File: config.mk
export PLATFORM = sky130hd
export DESIGN_NAME = vga_sync_decoder_flat
export DESIGN_NICKNAME = d
export VERILOG_FILES = /design/src/rtl/vga_sync_decoder_if.sv /design/src/rtl/vga_sync_decoder.sv /design/src/flat_wrapper.sv
export SDC_FILE = /design/constraint.sdc
export NUM_CORES = 1
export LEC_CHECK = 0
export CORE_UTILIZATION = 55
export DETAILED_ROUTE_END_ITERATION = 16
export PLACE_DENSITY = 0.81
export SKIP_LAST_GASP = 1
export SYNTH_ARGS = -nofsm -noshare
export SYNTH_HDL_FRONTEND = slang
export SYNTH_SLANG_ARGS = --single-unit
File: constraint.sdc
create_clock -name clk_i -period 3.5 [get_ports clk_i]
set_clock_uncertainty 0.05 [all_clocks]
set_input_delay 0.7 -clock clk_i [delete_from_list [all_inputs] [get_ports clk_i]]
set_output_delay 0.7 -clock clk_i [all_outputs]
set_load 0.005 [all_outputs]
File: src/rtl/vga_sync_decoder_if.sv
// Sync-input / recovered-timing bundle for the VGA sync decoder.
// Master drives the syncs and observes the recovered timing; slave is the decoder.
interface vga_sync_decoder_if #(
  parameter int unsigned H_VISIBLE = 640,
  parameter int unsigned V_VISIBLE = 480
);
  localparam int unsigned XW = $clog2(H_VISIBLE);
  localparam int unsigned YW = $clog2(V_VISIBLE);

  logic          hsync_i;
  logic          vsync_i;
  logic          locked_o;
  logic          visible_o;
  logic [XW-1:0] position_x_o;
  logic [YW-1:0] position_y_o;
  logic          frame_start_o;
  logic          error_o;

  modport master (
    output hsync_i, vsync_i,
    input  locked_o, visible_o, position_x_o, position_y_o, frame_start_o, error_o
  );

  modport slave (
    input  hsync_i, vsync_i,
    output locked_o, visible_o, position_x_o, position_y_o, frame_start_o, error_o
  );
endinterface

File: src/rtl/vga_sync_decoder.sv
// Recovers pixel coordinates and lock status from bare active-low hsync/vsync,
// flagging any sync edge that disagrees with the configured timing.
module vga_sync_decoder #(
  parameter int unsigned H_VISIBLE = 640,
  parameter int unsigned H_FRONT   = 16,
  parameter int unsigned H_SYNC    = 96,
  parameter int unsigned H_BACK    = 48,
  parameter int unsigned V_VISIBLE = 480,
  parameter int unsigned V_FRONT   = 10,
  parameter int unsigned V_SYNC    = 2,
  parameter int unsigned V_BACK    = 33
) (
  input  logic               clk_i,
  input  logic               rst_i,
  vga_sync_decoder_if.slave  vga
);

  localparam int unsigned WHOLE_LINE  = H_VISIBLE + H_FRONT + H_SYNC + H_BACK;
  localparam int unsigned WHOLE_FRAME = V_VISIBLE + V_FRONT + V_SYNC + V_BACK;
  localparam int unsigned HS0 = H_VISIBLE + H_FRONT;
  localparam int unsigned HS1 = HS0 + H_SYNC;
  localparam int unsigned VS0 = V_VISIBLE + V_FRONT;
  localparam int unsigned VS1 = VS0 + V_SYNC;

  localparam int unsigned XCW = $clog2(WHOLE_LINE);
  localparam int unsigned YCW = $clog2(WHOLE_FRAME);
  localparam int unsigned XW  = $clog2(H_VISIBLE);
  localparam int unsigned YW  = $clog2(V_VISIBLE);

  localparam logic [XCW-1:0] X_LAST = XCW'(WHOLE_LINE - 1);
  localparam logic [YCW-1:0] Y_LAST = YCW'(WHOLE_FRAME - 1);
  localparam logic [XCW-1:0] HS0_C  = XCW'(HS0);
  localparam logic [XCW-1:0] HS1_C  = XCW'(HS1);
  localparam logic [YCW-1:0] VS0_C  = YCW'(VS0);
  localparam logic [YCW-1:0] VS1_C  = YCW'(VS1);
  localparam logic [XCW-1:0] HVIS_C = XCW'(H_VISIBLE);
  localparam logic [YCW-1:0] VVIS_C = YCW'(V_VISIBLE);

  typedef enum logic [1:0] {
    SEARCH,
    HLOCK,
    LOCKED
  } state_t;

  state_t         state_q, state_d;
  logic [XCW-1:0] x_q, x_d, x_n;
  logic [YCW-1:0] y_q, y_d, y_n;
  logic           hs_q, vs_q;
  logic           err_q, err_d;

  logic fall_h, rise_h, fall_v, rise_v;
  logic h_err, v_err;

  assign fall_h = hs_q & ~vga.hsync_i;
  assign rise_h = ~hs_q & vga.hsync_i;
  assign fall_v = vs_q & ~vga.vsync_i;
  assign rise_v = ~vs_q & vga.vsync_i;

  // x_n/y_n: coordinate of the sample currently on the inputs.
  always_comb begin
    x_n = (x_q == X_LAST) ? '0 : x_q + 1'b1;
    y_n = y_q;
    if (x_q == X_LAST) begin
      y_n = (y_q == Y_LAST) ? '0 : y_q + 1'b1;
    end
  end

  // Each sync edge must coincide exactly with its expected coordinate and vice versa.
  always_comb begin
    h_err = (fall_h != (x_n == HS0_C)) || (rise_h != (x_n == HS1_C));
    v_err = (fall_v != ((x_n == '0) && (y_n == VS0_C))) ||
            (rise_v != ((x_n == '0) && (y_n == VS1_C)));
  end

  always_comb begin
    state_d = state_q;
    x_d     = x_q;
    y_d     = y_q;
    err_d   = 1'b0;
    unique case (state_q)
      SEARCH: begin
        x_d = '0;
        y_d = '0;
        if (fall_h) begin
          x_d     = HS0_C;
          state_d = HLOCK;
        end
      end
      HLOCK: begin
        x_d = x_n;
        y_d = '0;
        if (fall_v) begin
          if (x_n == '0) begin
            y_d     = VS0_C;
            state_d = LOCKED;
          end else begin
            err_d = 1'b1;
          end
        end
        if (h_err) begin
          err_d = 1'b1;
        end
      end
      LOCKED: begin
        x_d   = x_n;
        y_d   = y_n;
        err_d = h_err | v_err;
      end
      default: begin
        state_d = SEARCH;
        x_d     = '0;
        y_d     = '0;
      end
    endcase
    // The offending edge is consumed here, so reacquisition waits for a fresh fall_h.
    if (err_d) begin
      state_d = SEARCH;
      x_d     = '0;
      y_d     = '0;
    end
  end

  always_ff @(posedge clk_i) begin
    if (rst_i) begin
      state_q <= SEARCH;
      x_q     <= '0;
      y_q     <= '0;
      hs_q    <= 1'b0;
      vs_q    <= 1'b0;
      err_q   <= 1'b0;
    end else begin
      state_q <= state_d;
      x_q     <= x_d;
      y_q     <= y_d;
      hs_q    <= vga.hsync_i;
      vs_q    <= vga.vsync_i;
      err_q   <= err_d;
    end
  end

  logic locked;
  assign locked = (state_q == LOCKED);

  assign vga.locked_o      = locked;
  assign vga.visible_o     = locked && (x_q < HVIS_C) && (y_q < VVIS_C);
  assign vga.position_x_o  = locked ? x_q[XW-1:0] : '0;
  assign vga.position_y_o  = locked ? y_q[YW-1:0] : '0;
  assign vga.frame_start_o = locked && (x_q == '0) && (y_q == '0);
  assign vga.error_o       = err_q;

endmodule

File: src/flat_wrapper.sv
// flat-port wrapper written by rule: the top's interface ports become plain ports
module vga_sync_decoder_flat 
#(
  parameter int unsigned H_VISIBLE = 640,
  parameter int unsigned H_FRONT   = 16,
  parameter int unsigned H_SYNC    = 96,
  parameter int unsigned H_BACK    = 48,
  parameter int unsigned V_VISIBLE = 480,
  parameter int unsigned V_FRONT   = 10,
  parameter int unsigned V_SYNC    = 2,
  parameter int unsigned V_BACK    = 33
)
  (clk_i, rst_i, vga_hsync_i, vga_vsync_i, vga_locked_o, vga_visible_o, vga_position_x_o, vga_position_y_o, vga_frame_start_o, vga_error_o);
  vga_sync_decoder_if #(.H_VISIBLE(H_VISIBLE), .V_VISIBLE(V_VISIBLE)) vga_i ();
  input  logic clk_i;
  input  logic rst_i;
  input wire logic [$bits(vga_i.hsync_i)-1:0] vga_hsync_i;
  input wire logic [$bits(vga_i.vsync_i)-1:0] vga_vsync_i;
  output wire logic [$bits(vga_i.locked_o)-1:0] vga_locked_o;
  output wire logic [$bits(vga_i.visible_o)-1:0] vga_visible_o;
  output wire logic [$bits(vga_i.position_x_o)-1:0] vga_position_x_o;
  output wire logic [$bits(vga_i.position_y_o)-1:0] vga_position_y_o;
  output wire logic [$bits(vga_i.frame_start_o)-1:0] vga_frame_start_o;
  output wire logic [$bits(vga_i.error_o)-1:0] vga_error_o;
  assign vga_i.hsync_i = vga_hsync_i;
  assign vga_i.vsync_i = vga_vsync_i;
  assign vga_locked_o = vga_i.locked_o;
  assign vga_visible_o = vga_i.visible_o;
  assign vga_position_x_o = vga_i.position_x_o;
  assign vga_position_y_o = vga_i.position_y_o;
  assign vga_frame_start_o = vga_i.frame_start_o;
  assign vga_error_o = vga_i.error_o;
  vga_sync_decoder #(.H_VISIBLE(H_VISIBLE), .H_FRONT(H_FRONT), .H_SYNC(H_SYNC), .H_BACK(H_BACK), .V_VISIBLE(V_VISIBLE), .V_FRONT(V_FRONT), .V_SYNC(V_SYNC), .V_BACK(V_BACK)) u_core (.clk_i(clk_i), .rst_i(rst_i), .vga(vga_i));
endmodule
==> impl_results.md, run 1 <==
- H-tree depth: 1
- Status: complete, no violations
- Mux cell area share after synthesis: 1.390%
- Reg2reg start: u_core.x_q[0]
- Post-synthesis sequential area ratio: 22.25%
- Via count: roughly 2200
- Ratio of cells with drive above 1 in the final layout: 11.58%
- FP Rows: 22
- Die X: approximately 66 µm
- Pre-antenna DRT Iters: 5
- Tot Pwr: ~0.00054 W
- Post-route ant nets: 0
- Netlist Area Pre-Place: 2250 µm²
- Max Cap Viol: 0
- Netlist cell types: 63
- Post-layout nets: 324
- Worst-path maximum fanout: 6
- Final WS setup: between 0.2 and 0.25 ns
- Max Slew Vio Count: 0
- Met2 usage: 44.77%
- # DRC: 0
- Total GRT Usage: 27.35%
- Xor and xnor fraction of the mapped netlist area: 7.008%
- Flops & latches, synth: 25
- Largest family of logic cells by synthesized area: simple AND/OR/NAND/NOR gates
- Root Buffer: clkbuf_8
- Final min period: ~3.3 ns
- Clock-pin slew on the worst setup and hold paths: around 0.09 ns
- First-pass GRT wire length: 9121 µm
- Synth warnings: 0
- TritonCTS sink count: 25
- Yosys top cell area share: 22.25%
- Worst EP required: between 2 and 3 ns
- Num ports: 27
- Commonest non-fill, non-tap cell in the layout: clkdlybuf4s50_1
- Grt peak-use layer: met2
- Largest net degree at the start of global routing: 21
- Critical path data arrival time: 2.50 ns
- Clk_lat worst skew: 0.29 ns
- Top FF cell, synth: dfxtp_1
- Routed wire length: approximately 5800 µm
- Worst Max-Slew Pin Slew: 0.5268 ns
- Core footprint: between 3000 and 4000 µm²
- Dpl hpwl: ~4200 µm
- Synth Instances: between 200 and 300
- Initial antenna violation count: 0
- Die Y: 65.96 µm
- Clock buffer depth: 2
- Largest area contributor in the synthesized netlist: dfxtp_1
- Design area: 2585 µm²
- Asr flop ratio synth: 0%
- CTS tree: done
- Routability cong.: 0.9019
- Final Cycle Share: 92.96%
- Final hold violations: 0
- Commonest cells after routing, fill and taps aside: clkdlybuf4s50_1 (26), nand2_1 (25), dfxtp_1 (25), and2_1 (23), nor2_1 (18)
- Syn Nets: 304
- Setup WS pre-CTS: ~0.25 ns
- Total gr overflow: 0
- Wire per inst: 16.26 µm
- Leak Pwr: 0.8474 nW
- HP Start: u_core.x_q[0]
- Slew headroom: approximately two thirds
- Synth area leaders: dfxtp_1 (22%), and2_1 (6.4%), xnor2_1 (4.7%)
- Vias per Instance: 6.259
- VDD IR max: 0.1570 mV
- Worst Hold Class: reg2reg
- Adder-Cell Fraction of Synth Area: approximately 4.4%
- Initial Util: 59.22%
- Diode count: 0
- Vias in the first global route: 1932
- Clock buffer count from CTS: 3
- Initial DRC count: 217
- Fin util: around two thirds
- Pwr dens: 207.0 nW/µm²
- CP Class: reg2out
- Setup violations, final: 0
- Peak Freq: 307.4 MHz
- Syn avg cell area: 7.704 µm²
- Met1 usage: 36.72%
- Synth Area in Simple Gates: 38.15%
- Number of synthesized flops with an enable pin: 0
- Dpl cell area: 2494 µm²
- Total die area: around 4400 µm²
- Syn-to-layout area delta: 14.91%
- Post-synthesis compound-gate area fraction: about a fifth
- GR Layer Usage met3: under 10%
- Worst Setup End Kind: output pin
- IO Port Bufs: 26
- CP startpoint kind: flip-flop
- Post-Place Cells: 350
- CP startpoint: u_core.x_q[0]
- Final cell count without fillers: roughly 360
## sequential cells by signal, indices dropped and copies added, names as in the netlist
register,flops
u_core.y_q,10
u_core.state_q,2
u_core.hs_q,1
u_core.vs_q,1
u_core.vga.error_o,1
u_core.x_q,10
## per-layer routing
metal / routed length [µm] / vias to the layer above / part of all wire, %
met2: 2753 / 94 / 47
li1: - / 1089 / -
met4: 137 / 0 / 2.3
met5: 0 / - / 0
met1: 2616 / 1051 / 45
met3: 329 / 13 / 5.6
## final timing paths
| kind | endpoint | depth (start not counted) | slack, ns |
|---|---|---|---|
| min reg2reg | u_core.x_q[0] | 1 | 0.51 |
| min | u_core.x_q[0] | 1 | 0.51 |
| max | vga_frame_start_o | 7 | 0.25 |
| max reg2reg | u_core.x_q[7] | 9 | 0.30 |
## cell families (layout without fill, tap and decap cells)
family / count (synthesis) / in the layout
simple gates: 146 / 146
compound gates: 61 / 61
buf+inv: 31 / 50
flops: 25 / 25
xor+xnor: 18 / 18
fa+ha+maj: 8 / 8
mux: 3 / 3
## what timing repair did
item	in CTS	in global routing
setup endpoints to repair	0	18
buffers inserted	0	5
hold buffers	0	0
resized for setup	0	1
## power breakdown
group / leakage, nW / internal (W) / total, W / switching, W
Sequential: 0.202 / 0.000288 / 0.000293 / 0.00000541
Clock: 0.0217 / 0.0000812 / 0.000189 / 0.000108
Combinational: 0.623 / 0.0000212 / 0.0000526 / 0.0000313
## through the flow
step	setup TNS (ns)	hold WS [ns]
3_3_place_gp	0	0.4933
5_1_grt	-0.008097	0.5547
6_report	0	0.5094
2_1_floorplan	0	0.4555
4_1_cts	0	0.5194
3_5_place_dp	0	0.5054
## layout make-up
cell class                      count  area [µm²]
Clock buffer                        3       41.29
Clock inverter                      1       7.507
Fill cell                         335        1214
Inverter                           11       41.29
Multi-Input combinational cell    236        1607
Sequential cell                    25       500.5
Tap cell                           48       60.06
Timing Repair Buffer               35       327.8
## cells in the mapped netlist, types with 3 or more instances
cell and n:
a21oi_1 16, and2_1 23, and3_1 4, and4_1 3, buf_2 6, buf_4 4, clkbuf_1 7, dfxtp_1 25
ha_1 8, inv_1 11, nand2_1 25, nand2b_1 5, nand3_1 10, nand3b_1 3, nand4_1 8, nor2_1 18
nor2b_1 6, nor3_1 11, nor4_1 6, o211ai_1 4, o21ai_0 10, o22ai_1 5, o31ai_1 3, or2_2 4
or4_1 4, xnor2_1 12, xor2_1 6
## worst max-delay path, cell delays in order, from the launching register on
cell	delay [ns]
dfxtp_1	0.37
inv_1	0.08
ha_1	0.15
or4b_2	0.59
nor4_1	0.19
nand4_1	0.11
nor4_1	0.19
clkdlybuf4s50_1	0.54
(Power assumes the default switching activity.)
==> inputs of run 2 (changes only) <==
--- a/config.mk
+++ b/config.mk
@@ -5,10 +5,10 @@
 export SDC_FILE = /design/constraint.sdc
 export NUM_CORES = 1
 export LEC_CHECK = 0
+export CORE_MARGIN = 10
 export CORE_UTILIZATION = 55
 export DETAILED_ROUTE_END_ITERATION = 16
 export PLACE_DENSITY = 0.81
-export SKIP_LAST_GASP = 1
 export SYNTH_ARGS = -nofsm -noshare
 export SYNTH_HDL_FRONTEND = slang
 export SYNTH_SLANG_ARGS = --single-unit
==> impl_results.md, run 2 (synthesized netlist as in run 1, its figures left out) <==
- Status: complete, no violations
- Final min period: 3.255 ns
- Post-layout nets: approximately 330
- Initial antenna violation count: 0
- Tot Pwr: 0.0005327 W
- Vias per Instance: between 6 and 7
- H-tree depth: 1
- Critical path data arrival time: 2.50 ns
- Via count: 2289
- Final Cycle Share: 92.99%
- Initial Util: a little under three fifths
- Commonest non-fill, non-tap cell in the layout: clkdlybuf4s50_1
- Worst Hold Class: reg2reg
- First-pass GRT wire length: 10550 µm
- Commonest cells after routing, fill and taps aside: clkdlybuf4s50_1 (26), nand2_1 (25), dfxtp_1 (24), and2_1 (23), nor2_1 (18)
- Max Cap Viol: 0
- Initial DRC count: 191
- Reg2reg start: u_core.x_q[0]
- Total gr overflow: 0
- FP Rows: 23
- Critical-path top delay cell: or4b_2
- CP Class: reg2out
- Peak Freq: about 300 MHz
- CP startpoint kind: flip-flop
- Final setup TNS: 0 ns
- Post-route ant nets: 0
- Worst-path maximum fanout: 6
- Largest net degree at the start of global routing: 23
- Total GRT Usage: 17.19%
- Post-Place Cells: 354
- Flop2flop setup slack: between 0.2 and 0.25 ns
- Routability cong.: a little over 0.9
- Most used cell, CP: nor4_1
- Die X: around 84 µm
- Worst Max-Slew Pin Slew: 0.4998 ns
- Routed wire length: 6258 µm
- Pwr dens: 204.9 nW/µm²
- CP Cell Sequence: inv_1 > ha_1 > or4b_2 > nor4_1 > nand4_1 > nor4_1 > clkdlybuf4s50_1
- Largest regs: u_core.x_q x10, u_core.y_q x10, u_core.state_q x2
- Post-CTS Hold Fix Bufs: 0
- Core footprint: 3971 µm²
- HP Start: u_core.x_q[0]
- Setup violations, final: 0
- Slew headroom: 66.40%
- Max Slew Vio Count: 0
- Wire per inst: 17.29 µm
- IO Port Bufs: 26
- VDD IR max: roughly 0.13 mV
- Vias in the first global route: 2224
- Clock-pin slew on the worst setup and hold paths: 0.09 ns
- Clock buffer count from CTS: 3
- Num ports: 27
- Diode count: 0
- Pre-antenna DRT Iters: 5
- Root Buffer: clkbuf_8
- Syn-to-layout area delta: 15.57%
- CP startpoint: u_core.x_q[0]
- Leak Pwr: 0.8599 nW
- Ratio of cells with drive above 1 in the final layout: 11.54%
- Worst Setup End Kind: output pin
- Die Y: between 80 and 90 µm
- Dpl hpwl: 4599 µm
- Total die area: approximately 7000 µm²
- CTS tree: done
- Final hold violations: 0
- TritonCTS sink count: 25
- Final cell count without fillers: 362
- Clk_lat worst skew: roughly 0.27 ns
- CP max stage delay: between 0.5 and 0.6 ns
- # DRC: 0
- Worst EP required: 2.75 ns
- Clock buffer depth: 2
## run 2: cell count changes in the layout (fill, tap and decap cells not counted)
| cell | change |
|---|---|
| clkbuf_1 | +1 |
| o31ai_1 | +1 |
| o31ai_2 | -1 |
| dfxtp_1 | -1 |
| buf_12 | +1 |
| dfxtp_2 | +1 |
| clkinvlp_4 | -1 |
## run 2: per-layer routing
metal / part of all wire, % / vias up / track usage [%]
li1: - / 1094 / -
met1: 42 / 1086 / 19.66
met2: 50 / 96 / 30.66
met3: 6.2 / 13 / 3.125
met4: 1.8 / 0 / 6.393
met5: 0 / - / 0
## run 2: what timing repair did
| item | in CTS | in global routing |
|---|---|---|
| buffers inserted | 0 | 4 |
| resized for setup | 0 | 1 |
| setup endpoints to repair | 0 | 19 |
## run 2: layout make-up
type	instances	area, µm²
fill	354	1371
sequential	25	501.7
inverter	11	41.29
clock buffer	4	45.04
multi-input combinational	236	1602
timing repair buffer	36	347.8
tap	50	62.56
## run 2: critical path: cells and delay by family, from the launching register on
family	cells	cell delay, ns
AND/OR/NAND/NOR	4	1.10
buffers and inverters	2	0.63
flip-flops	1	0.37
adder cells (fa/ha/maj)	1	0.13
## run 2: path summary, 6_finish.rpt
path / to / cells past startpoint
setup reg to reg: u_core.y_q[4] / 11
hold reg to reg: u_core.x_q[0] / 1
setup / recovery: vga_frame_start_o / 7
hold / removal: u_core.x_q[0] / 1
## run 2: per-stage QoR
step | utilization [%] | setup slack (ns) | instance area, µm² | hold slack (ns)
floorplan | - | 0.6737 | 2250 | 0.4555
global placement | 63.23 | 0.3467 | 2511 | 0.4804
detailed placement | 63.23 | 0.2116 | 2511 | 0.4987
CTS | 64.37 | 0.1618 | 2556 | 0.5126
global route | 65.47 | -0.02252 | 2600 | 0.5503
finish | 65.47 | 0.2455 | 2600 | 0.4957
## run 2: where the power goes
part           leakage, nW  internal, W  switching, W
Combinational        0.634    0.0000245     0.0000336
Sequential           0.203     0.000288    0.00000535
Clock               0.0228    0.0000816     0.0000998
==> RTL edit 1 (settings of run 2) <==
Re-encode `state_t` (3 states) as one-hot, 3 bits wide.
--- a/src/rtl/vga_sync_decoder.sv
+++ b/src/rtl/vga_sync_decoder.sv
@@ -36,10 +36,10 @@
   localparam logic [XCW-1:0] HVIS_C = XCW'(H_VISIBLE);
   localparam logic [YCW-1:0] VVIS_C = YCW'(V_VISIBLE);
 
-  typedef enum logic [1:0] {
-    SEARCH,
-    HLOCK,
-    LOCKED
+  typedef enum logic [2:0] {
+    SEARCH = 3'b001,
+    HLOCK  = 3'b010,
+    LOCKED = 3'b100
   } state_t;
 
   state_t         state_q, state_d;
Function: no difference found for any inputs over 10 cycles, from zero or initial values and one cycle with rst_i high; not proved beyond that.
==> RTL edit 1 against run 2 <==
  * Total power shrank 12%
  * Final area shrank 13%
  * Via count shrank 9.7%
  * Sequential share of layout area grew 3.6 points
  * Clock power shrank 27%
  * Critical path depth grew 2
  * Wire length shrank 16%
  * Die area shrank 9.3%
  * Combinational power shrank 43%
  * Synthesized area shrank 12%
  * Final cell count shrank 7.2%
  * Sequential cell count grew 1
  * Setup slack gained 0.11 ns
==> RTL edit 1: results (changes against run 2) <==
Status
  • Status: finished clean (unchanged)

Clocking
  • Worst-Skew Late Latency: 0.32 ns (was 0.27 ns)
  • Clk root buf: clkbuf_4 (was clkbuf_8)

Detailed routing
  • Post-Route WL: 5280 um (was 6260 um)
  • Via count: 2067 (was 2289)
  • DR iter-0 viols: 315 (was 191)
  • Met2 wire length: 2310 um (was 3160 um)
  • Met1 Routed Length: 2380 um (was 2610 um)
  • Met3 Routed Length: 487 um (was 385 um)

Worst setup path
  • FF-to-FF setup slack: 0.36 ns (was 0.25 ns)
  • Slowest cell on crit path: nor4_2 (was or4b_2)
  • Setup crit end: u_core.state_q[2] (was vga_frame_start_o)

Global route
  • Met3 usage: 0.0327 (was 0.0313)
  • First-pass GRT wire length: 8760 um (was 10600 um)
  • Gr usage total: 0.167 (was 0.172)
  • Largest net degree at the start of global routing: 19 (was 23)
  • Met1 Use GR: 0.225 (was 0.197)
  • Vias in the first global route: 1818 (was 2224)

Power
  • Sequential power: 304 uW (was 293 uW)
  • NetSw: 115 uW (was 139 uW)
  • Leak Pwr: 0.000778 uW (was 0.000860 uW)
  • Peak VDD IR: 0.000189 V (was 0.000127 V)
  • Clock power frac: 0.281 (was 0.340)

Logic synthesis
  • Synth cell count leaders: nor2_1 (38), dfxtp_1 (26), nor3_1 (23) (was dfxtp_1 (25), nand2_1 (25), and2_1 (23))
  • Seq/Total Area, Yosys: 0.263 (was 0.222)
  • Synth top area cells: dfxtp_1 (26%), nor2_1 (7.2%), nor3_1 (5.8%), and3_1 (5.7%), a21oi_1 (4.1%) (was dfxtp_1 (22%), and2_1 (6.4%), xnor2_1 (4.7%), ha_1 (4.4%), nand2_1 (4.2%))
  • Post-synthesis mux area share: 0.00507 (was 0.0139)
  • Post-synthesis compound-gate area fraction: 0.160 (was 0.202)
  • Synth Area in XOR/XNOR: 0.0659 (was 0.0701)
  • Adder-cell share of the synthesized area: 0.0253 (was 0.0445)
  • Synth cell types: 49 (was 63)

Timing
  • Hold slack: 0.486 ns (was 0.496 ns)
  • Rel. slew slack: 0.598 (was 0.664)
  • Tcrit/Tclk final: 0.898 (was 0.930)

Cells and area
  • # nets final: 300 (was 325)
  • Share of post-route cells with drive strength above 1: 0.0655 (was 0.115)

Placement
  • DP Worst Slack: 0.399 ns (was 0.212 ns)
  • GP Congestion: 0.934 (was 0.926)
  • Detailed Place HPWL: 4000 um (was 4600 um)
## RTL edit 1: changes by cell type in the layout (fill, tap and decap cells not counted), moves of 5 or more
cell     delta
and2_1     -22
nor4_1      +6
nand2_1     -6
nor2_1     +20
nor3_1     +12
o22ai_1     -5
nand4_1     -5
and3_1     +14
## RTL edit 1: final cells by class
| type | count | area, um2 |
|---|---|---|
| multi-input combinational | 220 | 1340 |
| fill | 308 | 1140 |
| sequential | 26 | 520 |
| timing repair buffer | 32 | 305 |
| tap | 46 | 57.6 |
| inverter | 9 | 33.8 |
| clock buffer | 3 | 22.5 |
## RTL edit 1: metrics by stage
stage,power (uW),std cells,area [um2],util
finish,468,336,2270,0.666
global route,485,336,2270,0.666
CTS,470,336,2270,0.666
detailed placement,343,333,2250,0.659
global placement,342,333,2250,0.659
floorplan,331,273,1980,-
==> RTL edit 2 (config.mk and constraints of run 2) <==
Made on the original files. `H_SYNC` is set to 96 in 2 places; all go to 144.
--- a/src/rtl/vga_sync_decoder.sv
+++ b/src/rtl/vga_sync_decoder.sv
@@ -3,7 +3,7 @@
 module vga_sync_decoder #(
   parameter int unsigned H_VISIBLE = 640,
   parameter int unsigned H_FRONT   = 16,
-  parameter int unsigned H_SYNC    = 96,
+  parameter int unsigned H_SYNC    = 144,
   parameter int unsigned H_BACK    = 48,
   parameter int unsigned V_VISIBLE = 480,
   parameter int unsigned V_FRONT   = 10,
--- a/src/flat_wrapper.sv
+++ b/src/flat_wrapper.sv
@@ -3,7 +3,7 @@
 #(
   parameter int unsigned H_VISIBLE = 640,
   parameter int unsigned H_FRONT   = 16,
-  parameter int unsigned H_SYNC    = 96,
+  parameter int unsigned H_SYNC    = 144,
   parameter int unsigned H_BACK    = 48,
   parameter int unsigned V_VISIBLE = 480,
   parameter int unsigned V_FRONT   = 10,
Behaviour: same outputs for any inputs over 10 cycles, from zero or initial values and one cycle with rst_i high; that may be too few to reach the edited logic, so the function may still have changed.
==> RTL edit 2 against run 2 <==
  * Sequential cell count did not move
  * Combinational power decreased by 16%
  * Global-route usage is 1.7 points lower
  * Synthesized cell count decreased by 12%
  * Synthesized area down 9.3%
  * Setup slack worse by 0.049 ns
  * Final area is 7.9% lower
  * Total power fell by 4.4%
  * Wire length shrank 15%
  * Highest routed layer unchanged
==> RTL edit 2: results (changes against run 2) <==
Logic synthesis
  • Seq/Total Area, Yosys: 0.245 (was 0.222)
  • Synth Net Count: 268 (was 304)
  • Synth top area cells: dfxtp_1 (25%), and2_1 (6.1%), ha_1 (4.9%), nand2_1 (3.5%), xnor2_1 (3.4%) (was dfxtp_1 (22%), and2_1 (6.4%), xnor2_1 (4.7%), ha_1 (4.4%), nand2_1 (4.2%))
  • Syn Inst Count: 256 (was 292)
  • Synth cell types: 60 (was 63)
  • Post-synth top flop: dfxtp_1 (unchanged)
  • Yosys warning count: 0 (unchanged)
  • Synth cell count leaders: dfxtp_1 (25), and2_1 (20), nand2_1 (19) (was dfxtp_1 (25), nand2_1 (25), and2_1 (23))

Detailed routing
  • DR iter-0 viols: 429 (was 191)
  • Via count: 2014 (was 2289)
  • Post-Route WL: 5290 um (was 6260 um)

Worst setup path
  • Worst Reg-to-Reg Cells: 8 (was 11)
  • Crit path max fanout: 7 (was 6)
  • Critical Path AT: 2.55 ns (was 2.50 ns)
  • Crit-path max cell delay: 0.58 ns
  • Worst reg2reg endpoint: u_core.x_q[7] (was u_core.y_q[4])
  • FF-to-FF setup slack: 0.35 ns (was 0.25 ns)

Cells and area
  • Share of post-route cells with drive strength above 1: 0.0906 (was 0.115)
  • Top flop regs: u_core.x_q (10), u_core.y_q (10), u_core.state_q (2) (unchanged)
  • Non-Filler Instances: 324 (was 362)
  • # nets final: 289 (was 325)
  • Antenna diode count: 0 (unchanged)

Placement
  • Detailed Place HPWL: 3920 um (was 4600 um)
  • DP Worst Slack: 0.306 ns (was 0.212 ns)
  • GP Congestion: 0.923 (was 0.926)
  • Placed inst area: 0.00233 mm2 (was 0.00251 mm2)

Power
  • Peak VDD IR: 0.000279 V (was 0.000127 V)
  • Leak Pwr: 0.000760 uW (was 0.000860 uW)

Worst hold path
  • Hold Path Depth: 1 (unchanged)
  • WHS Endpoint: u_core.x_q[0] (unchanged)

Clocking
  • Worst-case clock buffer depth: 2 (unchanged)
  • Worst-Skew Late Latency: 0.27 ns (about the same)
  • TritonCTS Buffers: 3 (unchanged)

Global route
  • Gr usage total: 0.155 (was 0.172)
  • Largest net degree at the start of global routing: 28 (was 23)
  • Initial antenna violation count: 0 (unchanged)
  • Vias in the first global route: 1672 (was 2224)
  • First-pass GRT wire length: 8380 um (was 10600 um)

Timing
  • Worst-Margin Slew: 0.556 ns (was 0.500 ns)
  • Hold slack: 0.511 ns (was 0.496 ns)

Status
  • Status: finished clean (unchanged)
[RTL edit 2: cell count changes after synthesis, moves of 4 or more]
cell       delta
a2111oi_1     +4
a211oi_1      +6
nor2_1       -11
a21oi_1       -4
nor3_1        -4
o22ai_1       -4
nand2_1       -6
o21a_1        +6
xnor2_1       -4
[RTL edit 2: report_power, final]
part / leakage, uW / internal [uW] / switching (uW)
combinational: 0.000535 / 19.5 / 29.1
clock: 0.0000228 / 81.4 / 87.3
sequential: 0.000202 / 288 / 4.49
total: 0.000760 / 388 / 121
[RTL edit 2: timing repair]
action | 4_1_cts | 5_1_grt
resized for setup | 0 | 3
setup endpoints to repair | 0 | 12
hold buffers | 0 | 0
[RTL edit 2: per-stage QoR]
step                 util  total power (uW)
floorplan               -               332
global placement    0.642               344
detailed placement  0.642               345
CTS                 0.655               513
global route        0.659               527
finish              0.659               509
[RTL edit 2: cell type report]
| cell class | instances | area, um2 |
|---|---|---|
| Multi-Input combinational cell | 204 | 1440 |
| Fill cell | 308 | 1240 |
| Sequential cell | 25 | 500 |
| Timing Repair Buffer | 34 | 320 |
| Tap cell | 48 | 60.1 |
| Clock buffer | 4 | 45.0 |
| Inverter | 9 | 33.8 |
[RTL edit 2: critical path: cells and delay by family (launching register included)]
kind / cells / cell delay [ns]
flip-flops: 1 / 0.37
adder cells (fa/ha/maj): 1 / 0.17
AND/OR/NAND/NOR: 4 / 1.13
buffers and inverters: 2 / 0.62
[RTL edit 2: per-layer routing]
layer / GRT usage / wire length, um / vias to the layer above
li1: - / - / 986
met1: 0.211 / 2300 / 891
met2: 0.248 / 2360 / 133
met3: 0.0287 / 590 / 4
met4: 0.0363 / 38 / 0
met5: 0 / 0 / -
[RTL edit 2: logic make-up after synthesis]
logic type	count (synthesis)	synth area share
AND/OR/NAND/NOR	122	0.367
AO/OA/AOI/OAI	59	0.214
buffers and inverters	27	0.0595
flip-flops	25	0.245
XOR/XNOR	14	0.0601
adder cells (fa/ha/maj)	8	0.0491
multiplexers	1	0.00491
[RTL edit 2: how the worst max path moves through the flow]
stage,depth (start not counted),startpoint,end,slack (ns)
floorplan,11,u_core.x_q[0],u_core.x_q[4],0.62
global route,9,u_core.x_q[4],u_core.y_q[5],0.02
finish,7,u_core.x_q[0],vga_frame_start_o,0.20
CTS,7,u_core.x_q[0],vga_frame_start_o,0.20
global placement,9,u_core.x_q[4],u_core.y_q[6],0.35
detailed placement,8,u_core.x_q[4],u_core.x_q[7],0.31
